[src/rtl/axi_stream_insert_header_pkg.sv]
// rtl/axi_stream_insert_header_pkg.sv - shared types and byte-count helpers for the header inserter
package axi_stream_insert_header_pkg;

    localparam int BYTES = 4;

    typedef enum logic [1:0] {IDLE, DATA, TAIL} state_t;

    // Valid bytes of a final beat: contiguous ones counted down from keep[3].
    function automatic logic [2:0] leading_ones(input logic [3:0] keep);
        logic [2:0] n;
        logic       run;
        n   = 3'd0;
        run = 1'b1;
        for (int i = BYTES - 1; i >= 0; i--) begin
            run = run & keep[i];
            n   = n + {2'b00, run};
        end
        return n;
    endfunction

    function automatic logic [2:0] trailing_ones(input logic [3:0] keep);
        logic [2:0] n;
        logic       run;
        n   = 3'd0;
        run = 1'b1;
        for (int i = 0; i < BYTES; i++) begin
            run = run & keep[i];
            n   = n + {2'b00, run};
        end
        return n;
    endfunction

    function automatic logic [3:0] keep_from_count(input logic [2:0] cnt);
        case (cnt)
            3'd0:    return 4'b0000;
            3'd1:    return 4'b1000;
            3'd2:    return 4'b1100;
            3'd3:    return 4'b1110;
            default: return 4'b1111;
        endcase
    endfunction

endpackage

[src/rtl/axi_stream_insert_header_packer.sv]
// rtl/axi_stream_insert_header_packer.sv - merges MSB-aligned carry bytes with one beat into an output word plus new carry
module axis_byte_packer
    import axi_stream_insert_header_pkg::*;
(
    input  logic [31:0] carry_data,
    input  logic [2:0]  carry_cnt,
    input  logic [31:0] beat_data,
    input  logic [2:0]  beat_cnt,
    output logic [31:0] out_data,
    output logic [3:0]  out_keep,
    output logic [31:0] next_carry_data,
    output logic [2:0]  next_carry_cnt,
    output logic        overflow
);

    logic [31:0] beat_mask;
    logic [3:0]  beat_keep;
    logic [63:0] combined;
    logic [3:0]  total;
    logic [3:0]  remainder;

    always_comb begin
        beat_keep = keep_from_count(beat_cnt);
        beat_mask = '0;
        for (int i = 0; i < BYTES; i++) begin
            beat_mask[i*8 +: 8] = {8{beat_keep[i]}};
        end
        // Beat bytes slide in directly behind the carry bytes; unused bytes stay zero.
        combined        = {carry_data, 32'h0} | ({beat_data & beat_mask, 32'h0} >> {carry_cnt, 3'b000});
        total           = {1'b0, carry_cnt} + {1'b0, beat_cnt};
        remainder       = total - 4'd4;
        overflow        = (total > 4'd4);
        out_data        = combined[63:32];
        out_keep        = keep_from_count(overflow ? 3'd4 : total[2:0]);
        next_carry_data = overflow ? combined[31:0] : 32'h0;
        next_carry_cnt  = overflow ? remainder[2:0] : 3'd0;
    end

endmodule

[src/rtl/axi_stream_insert_header.sv]
// rtl/axi_stream_insert_header.sv - prepends a per-packet header to an AXI-Stream packet, re-packed MSB-first
module axi_stream_insert_header
    import axi_stream_insert_header_pkg::*;
(
    input  logic        clk,
    input  logic        rstn,
    input  logic        valid_in,
    input  logic [31:0] data_in,
    input  logic [3:0]  keep_in,
    input  logic        last_in,
    output logic        ready_in,
    input  logic        valid_insert,
    input  logic [31:0] data_insert,
    input  logic [3:0]  keep_insert,
    input  logic [1:0]  byte_insert_cnt,
    output logic        ready_insert,
    output logic        valid_out,
    output logic [31:0] data_out,
    output logic [3:0]  keep_out,
    output logic        last_out,
    input  logic        ready_out
);

    state_t      state;
    logic [31:0] carry_data;
    logic [2:0]  carry_cnt;
    logic        out_free;
    logic        accept_in;
    logic [2:0]  beat_cnt;
    logic [2:0]  hdr_cnt;
    logic [31:0] pk_data;
    logic [3:0]  pk_keep;
    logic [31:0] pk_carry_data;
    logic [2:0]  pk_carry_cnt;
    logic        pk_overflow;
    logic        unused_byte_insert_cnt;

    assign unused_byte_insert_cnt = ^byte_insert_cnt;

    assign out_free     = !valid_out || ready_out;
    assign ready_insert = (state == IDLE);
    assign ready_in     = (state == DATA) && out_free;
    assign accept_in    = valid_in && ready_in;
    assign beat_cnt     = last_in ? leading_ones(keep_in) : 3'd4;
    assign hdr_cnt      = trailing_ones(keep_insert);

    axis_byte_packer u_packer (
        .carry_data      (carry_data),
        .carry_cnt       (carry_cnt),
        .beat_data       (data_in),
        .beat_cnt        (beat_cnt),
        .out_data        (pk_data),
        .out_keep        (pk_keep),
        .next_carry_data (pk_carry_data),
        .next_carry_cnt  (pk_carry_cnt),
        .overflow        (pk_overflow)
    );

    always_ff @(posedge clk or negedge rstn) begin
        if (!rstn) begin
            state      <= IDLE;
            carry_data <= '0;
            carry_cnt  <= '0;
            valid_out  <= 1'b0;
            data_out   <= '0;
            keep_out   <= '0;
            last_out   <= 1'b0;
        end else begin
            if (out_free) begin
                valid_out <= 1'b0;
                last_out  <= 1'b0;
            end
            case (state)
                IDLE: begin
                    if (valid_insert) begin
                        // Header's low bytes become the MSB-aligned carry.
                        carry_data <= data_insert << {3'd4 - hdr_cnt, 3'b000};
                        carry_cnt  <= hdr_cnt;
                        state      <= DATA;
                    end
                end
                DATA: begin
                    if (accept_in) begin
                        valid_out  <= 1'b1;
                        data_out   <= pk_data;
                        keep_out   <= pk_keep;
                        carry_data <= pk_carry_data;
                        carry_cnt  <= pk_carry_cnt;
                        if (last_in && !pk_overflow) begin
                            last_out <= 1'b1;
                            state    <= IDLE;
                        end else if (last_in) begin
                            state <= TAIL;
                        end
                    end
                end
                TAIL: begin
                    if (out_free) begin
                        valid_out  <= 1'b1;
                        data_out   <= carry_data;
                        keep_out   <= keep_from_count(carry_cnt);
                        last_out   <= 1'b1;
                        carry_data <= '0;
                        carry_cnt  <= '0;
                        state      <= IDLE;
                    end
                end
                default: state <= IDLE;
            endcase
        end
    end

endmodule

[config.mk]
export PLATFORM = sky130hd
export DESIGN_NAME = axi_stream_insert_header
export DESIGN_NICKNAME = d
export VERILOG_FILES = /design/src/rtl/axi_stream_insert_header_pkg.sv /design/src/rtl/axi_stream_insert_header_packer.sv /design/src/rtl/axi_stream_insert_header.sv
export SDC_FILE = /design/constraint.sdc
export NUM_CORES = 1
export LEC_CHECK = 0
export BUFFER_PORTS_ARGS = -buffer_cell sky130_fd_sc_hd__buf_2
export CAP_MARGIN = 30
export CORE_MARGIN = 2
export CORE_UTILIZATION = 52
export CTS_CLUSTER_DIAMETER = 200
export DETAILED_ROUTE_END_ITERATION = 6
export MAX_ROUTING_LAYER = met4
export PLACE_DENSITY = 0.78
export SLEW_MARGIN = 30
export SYNTH_ARGS = -nofsm -noshare
export SYNTH_HDL_FRONTEND = slang
export SYNTH_HIERARCHICAL = 1
export SYNTH_SLANG_ARGS = --single-unit
export TNS_END_PERCENT = 1
[constraint.sdc]
create_clock -name clk -period 2.52 [get_ports clk]
set_input_delay 0.378 -clock clk [delete_from_list [all_inputs] [get_ports clk]]
set_output_delay 0.378 -clock clk [all_outputs]
set_load 0.02 [all_outputs]
# Word-level counts from Yosys, hierarchy flattened
# Cells that the tools add are included.
# word_totals
register_bits,75
out_inout_bits,40
word_cells,93
# op_classes
addsub,9
n_lt_le_gt_ge,1
eq_ne,15
n_shift,2
muxes,36
bitwise_logic,8
n_reduce_logical,15
# op_table
operator,count
$mux W32,6
$pmux W32 S3,1
$or A64 B64 Y64,1
$pmux W32 S2,1
$shr A64 B6 Y64,1
$pmux W4 S4,3
$and A32 B32 Y32,1
$shl A32 B6 Y32,1
$eq A3 B2 Y1 const B,6
$mux W3,6
$mux W2,5
$eq A3 B1 Y1 const B,3
$logic_not A3 Y1,3
$pmux W3 S3,1
$mux W4,2
$pmux W4 S2,1
$reduce_and A4 Y1,2
$mux W1,7
$add A2 B1 Y3,2
$add A3 B1 Y3,2
$and A1 B1 Y1,6
$ne A2 B2 Y1 const B,3
$pmux W2 S3,1
$add A1 B1 Y2,2
15 further kinds,19

# Depth between registers and ports, before layout
# logic_depth
depth_word,13
depth_mapped,15

# Hierarchy
# The synthesis kept the hierarchy.
# modules_own_cells
mod,n_inst,cells_each,area_each_um2
axi_stream_insert_header,1,442,4365.4
axis_byte_packer,1,299,2117.0

# Least setup slack after synthesis
# No wires, ideal clock.
# synth_path
kind,input to register
start,in keep_in[1]
end,reg carry_data[23]
setup_ps,125
t_arrival_ps,3551
setup_slack_ps,-1156
path_stages,13
n_path_buf,1
cell_sequence,and3_1 > and2_1 > ha_1 > ha_1 > ha_1 > and2_1 > fa_1 > or2_2 > a221oi_4 > buf_2 > a41oi_1 > a22o_1 > mux2_2
# synth_between
elab_chain_len,12
word_cells_on_any_way,18
cone_classes,add/sub: 3; order compare: 1; eq/ne: 3; shift: 1; mux: 5; bitwise: 4; reduce/logical: 1
# synth_rtl
item,line_no,rtl
"start, declared",axi_stream_insert_header.sv:9,"input logic [3:0] keep_in,"
$and A1 B1 Y1 *,axi_stream_insert_header_pkg.sv:15,run = run & keep[i];
$add A2 B1 Y3 / $and A1 B1 Y1 (equally long branches),"axi_stream_insert_header_pkg.sv:16, axi_stream_insert_header_pkg.sv:15",
$add A3 B1 Y3 *,axi_stream_insert_header_pkg.sv:16,"n = n + {2'b00, run};"
$mux W3 *,axi_stream_insert_header.sv:44,assign beat_cnt = last_in ? leading_ones(keep_in) : 3'd4;
via beat_cnt[1],axi_stream_insert_header.sv:29,logic [2:0] beat_cnt;
"$eq A3 B2 Y1, or another cell as far along",axi_stream_insert_header_pkg.sv:34,case (cnt)
$pmux W4 S4,axi_stream_insert_header_pkg.sv:34,
$and A32 B32 Y32,axi_stream_insert_header_packer.sv:29,"combined = {carry_data, 32'h0} | ({beat_data & beat_mask, 32'h0} >> {carry_cnt, 3'b000});"
$shr A64 B6 Y64,axi_stream_insert_header_packer.sv:29,
$or A64 B64 Y64,axi_stream_insert_header_packer.sv:29,
$mux W32 *,axi_stream_insert_header_packer.sv:35,next_carry_data = overflow ? combined[31:0] : 32'h0;
via pk_carry_data[23],axi_stream_insert_header.sv:33,logic [31:0] pk_carry_data;
$mux W32 *,axi_stream_insert_header.sv:83,if (accept_in) begin
$pmux W32 S3 *,axi_stream_insert_header.sv:73,case (state)
"end signal, assigned",axi_stream_insert_header.sv:77,"carry_data <= data_insert << {3'd4 - hdr_cnt, 3'b000};"
"end signal, assigned",axi_stream_insert_header.sv:87,carry_data <= pk_carry_data;
"end, declared",axi_stream_insert_header.sv:25,logic [31:0] carry_data;
# Mark *: on every way through the listed nets, which the timed path passes. The rest lies on a longest branch. The select of a mux whose other input is x is not followed.
# A chain may end at the register's enable or synchronous reset.

# Final worst setup path
# layout_path
start,in keep_in[3]
end,reg carry_data[4]
# layout_between
elab_chain_len,13
word_cells_on_any_way,20
cone_classes,add/sub: 4; order compare: 1; eq/ne: 3; shift: 1; mux: 5; bitwise: 5; reduce/logical: 1
# layout_rtl
item,line_no
$and A1 B1 Y1,axi_stream_insert_header_pkg.sv:15
$add A1 B1 Y2 / $and A1 B1 Y1 (equally long branches),"axi_stream_insert_header_pkg.sv:16, axi_stream_insert_header_pkg.sv:15"
$add A2 B1 Y3 / $and A1 B1 Y1 (equally long branches),"axi_stream_insert_header_pkg.sv:16, axi_stream_insert_header_pkg.sv:15"
$add A3 B1 Y3 *,axi_stream_insert_header_pkg.sv:16
$mux W3 *,axi_stream_insert_header.sv:44
via beat_cnt[1],axi_stream_insert_header.sv:29
"$eq A3 B2 Y1, or another cell as far along",axi_stream_insert_header_pkg.sv:34
$pmux W4 S4,axi_stream_insert_header_pkg.sv:34
$and A32 B32 Y32,axi_stream_insert_header_packer.sv:29
$shr A64 B6 Y64,axi_stream_insert_header_packer.sv:29
$or A64 B64 Y64,axi_stream_insert_header_packer.sv:29
$mux W32 *,axi_stream_insert_header_packer.sv:35
via pk_carry_data[4],axi_stream_insert_header.sv:33
$mux W32 *,axi_stream_insert_header.sv:83
$pmux W32 S3 *,axi_stream_insert_header.sv:73
# Marked as above.

==> metrics.cfg <==
[critical_path]
critPathLaunch = keep_in[3]
critPathKind = input port to flip-flop
end_kind = flip-flop
cp_slowest_cell = fa_2
timing.reg2reg.setup_slack_ps = -10
required_ps = 2760
cp.arrival_ps = 3400
cp-start-kind = input port
max_stage_delay_ps = 450
path_max_fanout = 18
crit_chain = buf_2 > and3_4 > and2_4 > ha_4 > ha_4 > ha_4 > and2_4 > fa_2 > or2_4 > a221oi_4 > buf_12 > nor4b_2 > a22o_1 > mux2_2
timing.rr.start = carry_cnt[0]
cp_common_cell = ha_4

[power_and_ir_drop]
power_density_mw_per_mm2 = 1126
ir_drop_v = 0.001274
leakage_nw = 3.429
finalPower_mw = 9.161

[drt]
drt_pass1_iterations = 7
avgRoutedWirePerCell_um = 23.09
route.antenna.remaining_nets = 0
drc = 22
wl_mm = 24.27
num_vias = 6899
drtIter0Drc = 954
via_per_inst = 6.564

[floorplanning]
core_area_mm2 = 0.01211
dieArea_mm2 = 0.01337
initial_core_util = 0.5352
die_h_um = 115.7
io_pins = 120
die_w_um = 115.7
row_count = 40

[yosys]
ys.flop_type = dfrtp_1
synthCells = 741
synth-compound-area-share = 0.2897
synth_area_per_cell_um2 = 8.748
synth_fa_ha_area_frac = 0.02625
synth_top_family_by_area = compound AO/OA/AOI/OAI gates
synthSimpleGateAreaFrac = 0.1702
yosysSeqAreaShare = 0.2895
synth-seq-cells = 75
synth_cell_type_count = 59
yosys_warnings = 6
synth_top_area_share = 0.2895
synth_xor_area_frac = 0.002509
muxShareOfSynthArea = 0.1397
synth_top_cell_by_area = dfrtp_1
yosys-top-cells-area = dfrtp_1, mux2i_1, a21oi_1
synth_edf_count = 0
syn-num-nets = 834
netlist_area_mm2 = 0.006482
async_flop_share = 1.000

[placement]
place_congestion = 1.013
dpl_cell_area_mm2 = 0.007614
dpl.hpwl_mm = 17.19
port_buffers = 117

[global_route]
grt_use_total = 0.3786
grt_overflow = 0
antenna_found_initial = 2
grt_pass1_wl_mm = 36.99
grt_pass1_vias = 6630
grt_max_degree = 76

[sta]
fin_crit_ps = 3164
finalSetupViolCount = 69
hold_violations = 0
whs_ps = 25.06
period_share = 1.255
max_slew_margin = 0.5115
max_freq_mhz = 316.1
fin_ws_ps = -643.8
fin_skew_ps = 5.233
slew_violations = 0
tightest_slew_ps = 732.7
rsz0062_at_grt = true

[clock_network]
cts_num_sinks = 75
max-clock-path-buffers = 2
clk_pin_slew_ps = 60
cts.htree.levels = 3
cts_made_buffers = 9
clock_latency_ps = 360
tritoncts = yes
hold_buffers = 0
cts_root_buf = clkbuf_16

[run_status]
status = finished, violations left
violations = design-rule violations, negative setup slack

[final_layout]
layout-drive-gt1-share = 0.3348
final_area_mm2 = 0.008138
final_common_cell = buf_2
fillers = 1014
final_cell_mix = buf_2, dfrtp_1, buf_4
nets = 969
syn_to_final_growth_pct = 25.54

[min_path]
hold_class = input port to asynchronous set/reset pin

[run]
max_cap_violations = 0

## worst max-delay path: cells and delay by family
kind | cells | cell delay [ps]
AO/OA/AOI/OAI | 2 | 560
adder cells (fa/ha/maj) | 4 | 1080
buffers and inverters | 2 | 350
multiplexers | 1 | 270
AND/OR/NAND/NOR | 5 | 770
## Yosys cell counts, types with 7 or more instances
cell	n
nor2b_1	19
o21ai_0	26
mux2i_1	59
a32oi_1	24
mux2_2	28
buf_6	10
clkbuf_1	26
nand2b_1	13
o21a_1	9
a311oi_1	8
a41oi_1	9
nor2_1	43
a211o_1	8
a21oi_1	65
and2_1	15
o211a_1	8
buf_2	25
a21o_1	19
a31oi_1	11
o2111ai_1	16
ha_1	12
inv_1	34
o21bai_1	9
dfrtp_1	75
a221oi_1	8
nand2_1	30
nand4_1	8
nand3_1	41
o22ai_1	9
o31ai_1	8
a22o_1	16
buf_1	7
## final timing paths
check	depth (start not counted)	endpoint
min in group clk	3	carry_data[3]
worst max-delay path	14	carry_data[4]
worst min-delay path	2	data_out[11]
max in group asynchronous	2	carry_cnt[0]
worst min register to register	1	keep_out[3]
worst max register to register	8	carry_data[4]
## flip-flops by register name, summed over array words and instances (netlist names)
| register | cells |
|---|---|
| keep_out | 4 |
| data_out | 32 |
| last_out | 1 |
| carry_cnt | 3 |
| valid_out | 1 |
| state | 2 |
| carry_data | 32 |
## power breakdown
part           internal, mW  switching [mW]
registers              1.71           0.318
logic                  2.26            3.39
clock network         0.920           0.554
total                  4.90            4.26
## area by class of cell
class                   instances  area, µm²  share of cell area
clock inverters                 4      72.57            0.008918
clock buffers                  12      256.5             0.03152
inverters                      34      127.6             0.01568
flip-flops and latches         75       1878              0.2308
well taps                     168      210.2             0.02583
multi-input cells             558       4295              0.5278
repair buffers                198       1292              0.1588
diodes                          2      5.005           0.0006150
## per-layer routing
| metal | wire length (µm) | vias to the layer above | GRT usage |
|---|---|---|---|
| li1 | - | 3060 | - |
| met1 | 9845 | 3344 | 0.4616 |
| met2 | 11290 | 402 | 0.6043 |
| met3 | 2015 | 93 | 0.08159 |
| met4 | 1117 | 0 | 0.1690 |
| met5 | 0 | - | - |
## cells by family (layout without fill, tap and decap cells)
| group | Yosys count | after routing |
|---|---|---|
| AOI/OAI and AO/OA | 262 | 262 |
| and+or+nand+nor | 195 | 195 |
| buffers and inverters | 108 | 248 |
| muxes | 87 | 87 |
| DFF | 75 | 75 |
| adders and majority gates | 13 | 13 |
| xor gates and xnor gates | 1 | 1 |
| other | 0 | 2 |
## repair_timing
item / 4_1_cts / 5_1_grt
endpoints found under the setup margin: 72 / 73
cloned: 1 / 0
pin swaps: 8 / 28
buffers inserted: 4 / 0
resized for setup: 14 / 27
## per-stage QoR
step                      instances  worst slack, ps  TNS (ps)  utilization
after floorplan                 741           -888.1    -30340            -
after global placement         1029           -949.8    -49910       0.6286
after detailed placement       1029            -1034    -54170       0.6286
after CTS                      1050           -612.1    -25870       0.6636
after global routing           1051           -680.2    -29920       0.6719
final                          1051           -643.8    -25240       0.6719
No activity file was read; power rests on OpenSTA's default activity.
